<file path="src/rtl/sysram_uart_dump_if.sv">
// ---------------------------------------------------------------------------
// sysram_uart_dump_if
//   Bundles the two data-path ports of the sysRAM dump engine: the sysRAM
//   read port and the 64-bit UART transmitter data/valid/ready port.
//
//   master : the dump engine (drives read strobe/address and tx frame/valid)
//   slave  : the RAM + UART side (returns read data and tx ready)
//
//   O_ram_rd_en  master->slave  one-cycle read strobe
//   O_ram_addr   master->slave  word address, valid with O_ram_rd_en
//   I_ram_rdata  slave->master  read data, RD_LAT cycles after the strobe
//   O_tx_data    master->slave  64-bit frame
//   O_tx_en      master->slave  one-cycle frame-valid pulse
//   I_tx_ready   slave->master  transmitter idle/ready
// ---------------------------------------------------------------------------
interface sysram_uart_dump_if #(
  parameter int ADDR_W = 16
);
  logic              O_ram_rd_en;
  logic [ADDR_W-1:0] O_ram_addr;
  logic [31:0]       I_ram_rdata;
  logic [63:0]       O_tx_data;
  logic              O_tx_en;
  logic              I_tx_ready;

  modport master (
    output O_ram_rd_en, O_ram_addr, O_tx_data, O_tx_en,
    input  I_ram_rdata, I_tx_ready
  );

  modport slave (
    input  O_ram_rd_en, O_ram_addr, O_tx_data, O_tx_en,
    output I_ram_rdata, I_tx_ready
  );
endinterface

</file>
<file path="src/rtl/sysram_uart_dump.sv">
// ---------------------------------------------------------------------------
// sysram_uart_dump
//   On a start pulse, reads I_len consecutive 32-bit words from sysRAM
//   starting at I_start_addr, packs each pair big-endian into a 64-bit frame
//   (earlier address in [63:32]) and hands the frames to the UART
//   transmitter. An odd count pads the low half of the last frame with
//   PAD_WORD. Everything runs on the 10 MHz UART clock, which also clocks the
//   sysRAM read port.
//
//   I_clk_10M     clock
//   I_rst_n       asynchronous active-low reset
//   I_start       start pulse, only looked at in IDLE
//   I_start_addr  first word address
//   I_len         number of 32-bit words to send (0 = no reads, no frames)
//   O_busy        high from the accepted start until O_done
//   O_done        one-cycle completion pulse
//   bus           sysRAM read port + UART tx port (master side)
// ---------------------------------------------------------------------------
module sysram_uart_dump #(
  parameter int          ADDR_W   = 16,
  parameter int          LEN_W    = 16,
  parameter int          RD_LAT   = 1,
  parameter logic [31:0] PAD_WORD = 32'h0,
  parameter int          HOLDOFF  = 2
) (
  input  logic              I_clk_10M,
  input  logic              I_rst_n,
  input  logic              I_start,
  input  logic [ADDR_W-1:0] I_start_addr,
  input  logic [LEN_W-1:0]  I_len,
  output logic              O_busy,
  output logic              O_done,
  sysram_uart_dump_if.master bus
);

  // Wait counter runs 0..RD_LAT, hold counter runs 0..HOLDOFF-1.
  localparam int WT_W   = (RD_LAT  < 2)  ? 1 : $clog2(RD_LAT + 1);
  localparam int HOLD_W = (HOLDOFF <= 2) ? 1 : $clog2(HOLDOFF);
  localparam logic [WT_W-1:0]   WT_LAST   = WT_W'(RD_LAT);
  localparam logic [HOLD_W-1:0] HOLD_LAST = HOLD_W'(HOLDOFF - 1);

  typedef enum logic [2:0] {
    S_IDLE,
    S_RD_HI,
    S_WT_HI,
    S_RD_LO,
    S_WT_LO,
    S_SEND,
    S_HOLD,
    S_DONE
  } state_e;

  state_e            state_q;
  logic [ADDR_W-1:0] addr_q;       // next word address to read
  logic [LEN_W-1:0]  remain_q;     // words not yet read
  logic [WT_W-1:0]   wt_cnt_q;
  logic [HOLD_W-1:0] hold_cnt_q;
  logic [31:0]       hi_q;         // upper word waiting for its partner

  // Registered outputs
  logic              busy_q;
  logic              done_q;
  logic              rd_en_q;
  logic [ADDR_W-1:0] ram_addr_q;
  logic [63:0]       tx_data_q;
  logic              tx_en_q;

  always_ff @(posedge I_clk_10M or negedge I_rst_n) begin
    if (!I_rst_n) begin
      state_q    <= S_IDLE;
      addr_q     <= '0;
      remain_q   <= '0;
      wt_cnt_q   <= '0;
      hold_cnt_q <= '0;
      hi_q       <= '0;
      busy_q     <= 1'b0;
      done_q     <= 1'b0;
      rd_en_q    <= 1'b0;
      ram_addr_q <= '0;
      tx_data_q  <= '0;
      tx_en_q    <= 1'b0;
    end else begin
      // NOTE: pulse outputs default low here and are raised only in the one
      // state that fires them; with non-blocking assignments the later write
      // in the case statement wins, so each pulse lasts exactly one cycle.
      rd_en_q <= 1'b0;
      tx_en_q <= 1'b0;

      case (state_q)
        S_IDLE: begin
          if (I_start) begin
            addr_q <= I_start_addr;
            busy_q <= 1'b1;
            remain_q <= I_len;
            state_q  <= (I_len == '0) ? S_DONE : S_RD_HI;
          end
        end

        // One read strobe, then advance the address (wrapping) and count.
        S_RD_HI, S_RD_LO: begin
          rd_en_q    <= 1'b1;
          ram_addr_q <= addr_q;
          addr_q     <= addr_q + ADDR_W'(1);
          remain_q   <= remain_q - LEN_W'(1);
          wt_cnt_q   <= '0;
          state_q    <= (state_q == S_RD_HI) ? S_WT_HI : S_WT_LO;
        end

        // The strobe is visible during the first wait cycle, so read data
        // is valid once the counter has reached RD_LAT.
        S_WT_HI: begin
          if (wt_cnt_q == WT_LAST) begin
            if (remain_q == '0) begin
              tx_data_q <= {bus.I_ram_rdata, PAD_WORD};
              state_q   <= S_SEND;
            end else begin
              hi_q    <= bus.I_ram_rdata;
              state_q <= S_RD_LO;
            end
          end else begin
            wt_cnt_q <= wt_cnt_q + WT_W'(1);
          end
        end

        S_WT_LO: begin
          if (wt_cnt_q == WT_LAST) begin
            tx_data_q <= {hi_q, bus.I_ram_rdata};
            state_q   <= S_SEND;
          end else begin
            wt_cnt_q <= wt_cnt_q + WT_W'(1);
          end
        end

        // tx_data_q is loaded only on entry to SEND, so the frame stays
        // put while the transmitter is busy and until the next frame.
        S_SEND: begin
          if (bus.I_tx_ready) begin
            tx_en_q    <= 1'b1;
            hold_cnt_q <= '0;
            state_q    <= S_HOLD;
          end
        end

        // The transmitter's ready may lag our pulse; ignore it for a while.
        S_HOLD: begin
          if (hold_cnt_q == HOLD_LAST) begin
            state_q <= (remain_q != '0) ? S_RD_HI : S_DONE;
          end else begin
            hold_cnt_q <= hold_cnt_q + HOLD_W'(1);
          end
        end

        // First DONE cycle raises done/drops busy; second (done visible)
        // returns to IDLE, so a start seen alongside O_done is ignored.
        S_DONE: begin
          if (!done_q) begin
            done_q <= 1'b1;
            busy_q <= 1'b0;
          end else begin
            done_q  <= 1'b0;
            state_q <= S_IDLE;
          end
        end

        default: state_q <= S_IDLE;
      endcase
    end
  end

  assign O_busy          = busy_q;
  assign O_done          = done_q;
  assign bus.O_ram_rd_en = rd_en_q;
  assign bus.O_ram_addr  = ram_addr_q;
  assign bus.O_tx_data   = tx_data_q;
  assign bus.O_tx_en     = tx_en_q;

endmodule

</file>
<file path="src/flat_wrapper.sv">
// flat-port wrapper written by rule: the top's interface ports become plain ports
module sysram_uart_dump_flat 
#(
  parameter int          ADDR_W   = 16,
  parameter int          LEN_W    = 16,
  parameter int          RD_LAT   = 1,
  parameter logic [31:0] PAD_WORD = 32'h0,
  parameter int          HOLDOFF  = 2
)
  (I_clk_10M, I_rst_n, I_start, I_start_addr, I_len, O_busy, O_done, bus_O_ram_rd_en, bus_O_ram_addr, bus_O_tx_data, bus_O_tx_en, bus_I_ram_rdata, bus_I_tx_ready);
  sysram_uart_dump_if #(.ADDR_W(ADDR_W)) bus_i ();
  input  logic I_clk_10M;
  input  logic I_rst_n;
  input  logic I_start;
  input  logic [ADDR_W-1:0] I_start_addr;
  input  logic [LEN_W-1:0] I_len;
  output logic O_busy;
  output logic O_done;
  output wire logic [$bits(bus_i.O_ram_rd_en)-1:0] bus_O_ram_rd_en;
  output wire logic [$bits(bus_i.O_ram_addr)-1:0] bus_O_ram_addr;
  output wire logic [$bits(bus_i.O_tx_data)-1:0] bus_O_tx_data;
  output wire logic [$bits(bus_i.O_tx_en)-1:0] bus_O_tx_en;
  input wire logic [$bits(bus_i.I_ram_rdata)-1:0] bus_I_ram_rdata;
  input wire logic [$bits(bus_i.I_tx_ready)-1:0] bus_I_tx_ready;
  assign bus_O_ram_rd_en = bus_i.O_ram_rd_en;
  assign bus_O_ram_addr = bus_i.O_ram_addr;
  assign bus_O_tx_data = bus_i.O_tx_data;
  assign bus_O_tx_en = bus_i.O_tx_en;
  assign bus_i.I_ram_rdata = bus_I_ram_rdata;
  assign bus_i.I_tx_ready = bus_I_tx_ready;
  sysram_uart_dump #(.ADDR_W(ADDR_W), .LEN_W(LEN_W), .RD_LAT(RD_LAT), .PAD_WORD(PAD_WORD), .HOLDOFF(HOLDOFF)) u_core (.I_clk_10M(I_clk_10M), .I_rst_n(I_rst_n), .I_start(I_start), .I_start_addr(I_start_addr), .I_len(I_len), .O_busy(O_busy), .O_done(O_done), .bus(bus_i));
endmodule
</file>
<file path="config.mk">
export PLATFORM = sky130hd
export DESIGN_NAME = sysram_uart_dump_flat
export DESIGN_NICKNAME = d
export VERILOG_FILES = /design/src/rtl/sysram_uart_dump_if.sv /design/src/rtl/sysram_uart_dump.sv /design/src/flat_wrapper.sv
export SDC_FILE = /design/constraint.sdc
export NUM_CORES = 1
export LEC_CHECK = 0
export BUFFER_PORTS_ARGS = -buffer_cell sky130_fd_sc_hd__buf_4
export CORE_ASPECT_RATIO = 1.5
export CORE_MARGIN = 1
export CORE_UTILIZATION = 45
export CTS_BUF_LIST = sky130_fd_sc_hd__clkbuf_4
export DETAILED_ROUTE_END_ITERATION = 8
export PLACE_DENSITY = 0.79
export SLEW_MARGIN = 20
export SYNTH_ARGS = -nofsm -noshare
export SYNTH_HDL_FRONTEND = slang
export SYNTH_SLANG_ARGS = --single-unit
</file>
<file path="constraint.sdc">
create_clock -name I_clk_10M -period 2.8 [get_ports I_clk_10M]
set_input_delay 0.14 -clock I_clk_10M [delete_from_list [all_inputs] [get_ports I_clk_10M]]
set_output_delay 0.14 -clock I_clk_10M [all_outputs]
set_load 0.01 [all_outputs]
</file>
# Yosys cells after proc, flatten, opt, wreduce, memory -nomap -nowiden
# Cells that the tools add are included.
# totals
register_bits	153
inputBits	68
out_inout_bits	84
elab_cells	80
# classes
add_sub_neg	4
n_eq_ne	15
muxes	31
bitwise	1
n_reduce_logical	17
# ops
cell	count
$mux W64	3
$pmux W64 S2	1
$pmux W16 S2	2
$logic_not A16 Y1	2
$mux W16	2
$mux W3	10
$pmux W3 S7	1
$add A16 B1 Y16 const B	1
$reduce_bool A16 Y1	1
$sub A16 B1 Y16 const B	1
$eq A3 B3 Y1 const B	4
$ne A2 B1 Y1 const B	5
$reduce_bool A2 Y1	5
$mux W1	9
$eq A3 B2 Y1 const B	2
$ne A2 B2 Y1 const B	3
$pmux W1 S2	3
$reduce_and A3 Y1	2
$reduce_and A6 Y1	1
$reduce_and A2 Y1	2
$reduce_and A4 Y1	1
$reduce_or A2 Y1	2
$eq A3 B1 Y1 const B	1
$logic_not A3 Y1	1
2 further kinds	3

# Logic depth before layout (Yosys ltp)
# logic_depth
word_depth	4
depth_mapped	8
depth_no_buf	6

# Worst setup path after synthesis
# OpenSTA, ideal clock, no wires.
# synth_path
path_kind	register -> register
startpoint	reg u_core.remain_q[0]
endpoint	reg u_core.remain_q[14]
setup_ns	0.070
arrival_ns	2.014
t_required_ns	2.730
setup_slack_ns	0.716
path_stages_with_launch	8
n_path_buf	1
period_less_slack_ns	2.084
path_cell_list	dfrtp_1 -> inv_1 -> ha_1 -> or3b_2 -> clkbuf_1 -> or3_1 -> or4_1 -> nand3_1
# synth_via
elab_chain_len	2
# synth_rtl
element	line	text
from (decl)	sysram_uart_dump.sv:55	logic [LEN_W-1:0] remain_q;
from (signal assigned)	sysram_uart_dump.sv:94	remain_q <= I_len;
from (signal assigned)	sysram_uart_dump.sv:104	remain_q <= remain_q - LEN_W'(1);
$sub A16 B1 Y16	sysram_uart_dump.sv:104	
$pmux W16 S2	sysram_uart_dump.sv:89	case (state_q)
# No other way between the ends.
# A chain may end at the register's enable or synchronous reset.

# Worst setup path in the final report
# layout_path
startpoint	reg u_core.remain_q[0]
endpoint	reg u_core.tx_data_q[51] (netlist: u_core.bus.O_tx_data[51])
# layout_via
elab_chain_len	3
# layout_rtl
element	line	text
$logic_not A16 Y1	sysram_uart_dump.sv:113	if (remain_q == '0) begin
$ne A2 B1 Y1 (no line)	-	
$reduce_and A4 Y1 (no line)	-	
to (signal assigned)	sysram_uart_dump.sv:114	tx_data_q <= {bus.I_ram_rdata, PAD_WORD};
to (signal assigned)	sysram_uart_dump.sv:127	tx_data_q <= {hi_q, bus.I_ram_rdata};
to (decl)	sysram_uart_dump.sv:65	logic [63:0] tx_data_q;
# No other way between the ends.

==> qor.txt <==
run status -> complete, no violations
global-route wire length before repair -> 31,500 um
Slew Limit Fails -> 0
WL final -> 19,400 um
Hold Crit Class -> input port to asynchronous set/reset pin
post-synth top area cell -> dfrtp_1
vias per std cell -> 5.96
CTS tree -> built
Tmin final -> 2340 ps
largest net degree at the start of global routing -> 107
ANT nets after route -> 0
fin cells -> 1,036
Sink Count -> 153
Clock Root Buffer -> clkbuf_4
worst skew pair latency -> 580 ps
TNS Setup -> 0 ps
post-synthesis sequential area ratio -> 56.1%
Max-Cap Viols -> 0
total track usage -> 25.7%
Top FF cell, synth -> dfrtp_1
syn_area_per_cell -> 11.0 um^2
RSZ-0062 raised after global routing -> false
WL per Instance -> 18.7 um
Power Density -> 1140 mW/mm^2
Final Hold Fails -> 0
GP Congestion -> 0.909
critical path class -> register to register
Mapped Nets -> 691
commonest non-fill, non-tap cell in the layout -> buf_4
WP buf/inv -> 3
Worst Setup End Kind -> register
initial antenna violation count -> 1
number of global-route vias before repair -> 6,414
TritonCTS buffer count -> 17
Pleak -> 4.05 nW
total core area -> 0.0147 mm^2
die height -> 153 um
Clock Tree Buf Depth -> 2
crit path max-delay cell type -> dfrtp_1
H-tree levels -> 4
fin nets -> 897
post_cts resized -> 0
DR iter-0 viols -> 474
layout cell share with drive strength beyond 1 -> 29.2%
DR pass1 iterations -> 5
largest vdd supply drop -> 0.627 mV
DRC -> 0
Top Family by Delay on Critical Path -> buffers and inverters
Port Buf Inserts -> 151
worst-path maximum fanout -> 32
YS warnings -> 0
CP startpoint kind -> register
setup ws final -> 457 ps
pre-CTS setup slack -> 507 ps
Yosys top cell area share -> 56.1%
Rel. slew slack -> 34.7%
CTS Hold Bufs -> 67
Clock Skews -> 29.1 ps
Gate Count Post-Synth -> 620
post-CTS setup buffers -> 0
DP HPWL -> 12,500 um
placed cell area -> 0.00817 mm^2
P&R area growth vs syn -> 34.0%
Die Wd -> 103 um
period utilization -> 83.7%
cell chain of the critical path -> inv_1, ha_1, nor4b_1, nand4_1, buf_4, a21boi_4, buf_4, a2bb2oi_1
most frequent cells in the layout -> buf_4, dfrtp_1, nand2_1, dlygate4sd3_1, o22ai_1
Least-Margin Pin Slew -> 980 ps
synth top area cells -> dfrtp_1, a2bb2oi_1, mux2_2
initial core utilization -> 46.5%
Synth Cell Area -> 0.00682 mm^2
gr ovfl total -> 0
Max Freq -> 427 MHz
flops & latches, synth -> 153
final setup fails -> 0
post-route cell area -> 0.00914 mm^2
Yosys cell types -> 59
row count -> 54
EDFF count, synth -> 0
Vias -> 6,176
async set-or-reset flop fraction in the synthesized netlist -> 100%
Die Area -> 0.0157 mm^2
Worst path most repeated cell -> buf_4
placed cell count -> 936
io pins -> 152
CP Data Arrival Time -> 2820 ps
Largest stage delay, worst path -> 470 ps
Worst-path clk slew -> 160 ps
CP required -> 3280 ps
[final cells by class]
cell class                 instances  area, um^2
inverter                           7        26.3
fill                            1094        5520
sequential                       153        3830
multi-input combinational        411        2770
clock buffer                      17         128
antenna                            1        2.50
timing repair buffer             236        1970
clock inverter                    15         176
tap                              196         245
[where the power goes]
part	internal [mW]	total [mW]	switching [mW]
logic	2.36	4.79	2.43
clock network	0.423	1.39	0.971
registers	3.28	4.21	0.925
[per-layer routing]
metal / routed length [um] / up-vias / global-route usage [%]
li1: - / 2760 / -
met1: 7310 / 3041 / 29.7
met2: 10200 / 314 / 45.4
met3: 1200 / 61 / 3.99
met4: 646 / 0 / 11.8
met5: 0 / - / 0
[kinds of logic after synthesis]
family | after synthesis | synth area share, %
adders and majority gates | 3 | 0.550
buffers and inverters | 56 | 3.61
and+or+nand+nor | 169 | 12.6
AOI/OAI and AO/OA | 203 | 21.3
xor gates and xnor gates | 2 | 0.257
muxes | 34 | 5.58
DFF | 153 | 56.1
[sequential cells by signal, indices dropped and copies added, names as in the netlist]
register and count:
u_core.bus.O_tx_en 1, u_core.hold_cnt_q 1, u_core.bus.O_ram_addr 16, u_core.bus.O_tx_data 64, u_core.wt_cnt_q 1, u_core.bus.O_ram_rd_en 1
u_core.state_q 3, u_core.O_done 1, u_core.hi_q 32, u_core.O_busy 1, u_core.remain_q 16, u_core.addr_q 16
[worst reg2reg max path: cells and delay by family (launching register included)]
kind	cells	cell delay (ps)
fa+ha+maj	1	130
compound gates	2	370
simple gates	2	580
buf+inv	3	690
flops	1	470
[stage by stage]
step | total power [mW] | util, % | hold WS (ps)
2_1_floorplan | 6.97 | - | -156
3_3_place_gp | 8.59 | 55.7 | 331
3_5_place_dp | 8.88 | 55.7 | 340
4_1_cts | 10.4 | 62.3 | 264
5_1_grt | 11.1 | 62.4 | 330
6_report | 10.4 | 62.4 | 230
[Yosys cell counts (5+ instances only)]
cell type,number
nor3_1,9
nor2_1,24
nor4_1,6
a22oi_1,8
dfrtp_1,153
o21ai_0,20
o22ai_1,41
a22o_1,33
or4_1,7
buf_4,6
inv_1,6
nand3_1,18
buf_2,11
mux2_2,28
o211ai_1,6
a21oi_1,31
nand2_1,67
nand4_1,7
a2bb2oi_1,38
clkbuf_1,29
or3_1,5
[path summary, 6_finish.rpt]
kind	startpoint	endpoint	slack, ps	cells past startpoint
worst max-delay path	u_core.remain_q[0]$_DFFE_PN0P_	u_core.bus.O_tx_data[51]$_DFFE_PN0P_	460	8
worst min-delay path	I_rst_n	u_core.bus.O_tx_data[28]$_DFFE_PN0P_	230	2
worst max register to register	u_core.remain_q[0]$_DFFE_PN0P_	u_core.bus.O_tx_data[51]$_DFFE_PN0P_	460	8
worst min register to register	u_core.bus.O_ram_addr[0]$_DFFE_PN0N_	u_core.bus.O_ram_addr[0]$_DFFE_PN0N_	500	2
max in group asynchronous	I_rst_n	u_core.bus.O_tx_data[37]$_DFFE_PN0P_	1750	3
min in group I_clk_10M	bus_I_ram_rdata[13]	u_core.bus.O_tx_data[13]$_DFFE_PN0P_	340	3
No activity file was read; power rests on OpenSTA's default activity.
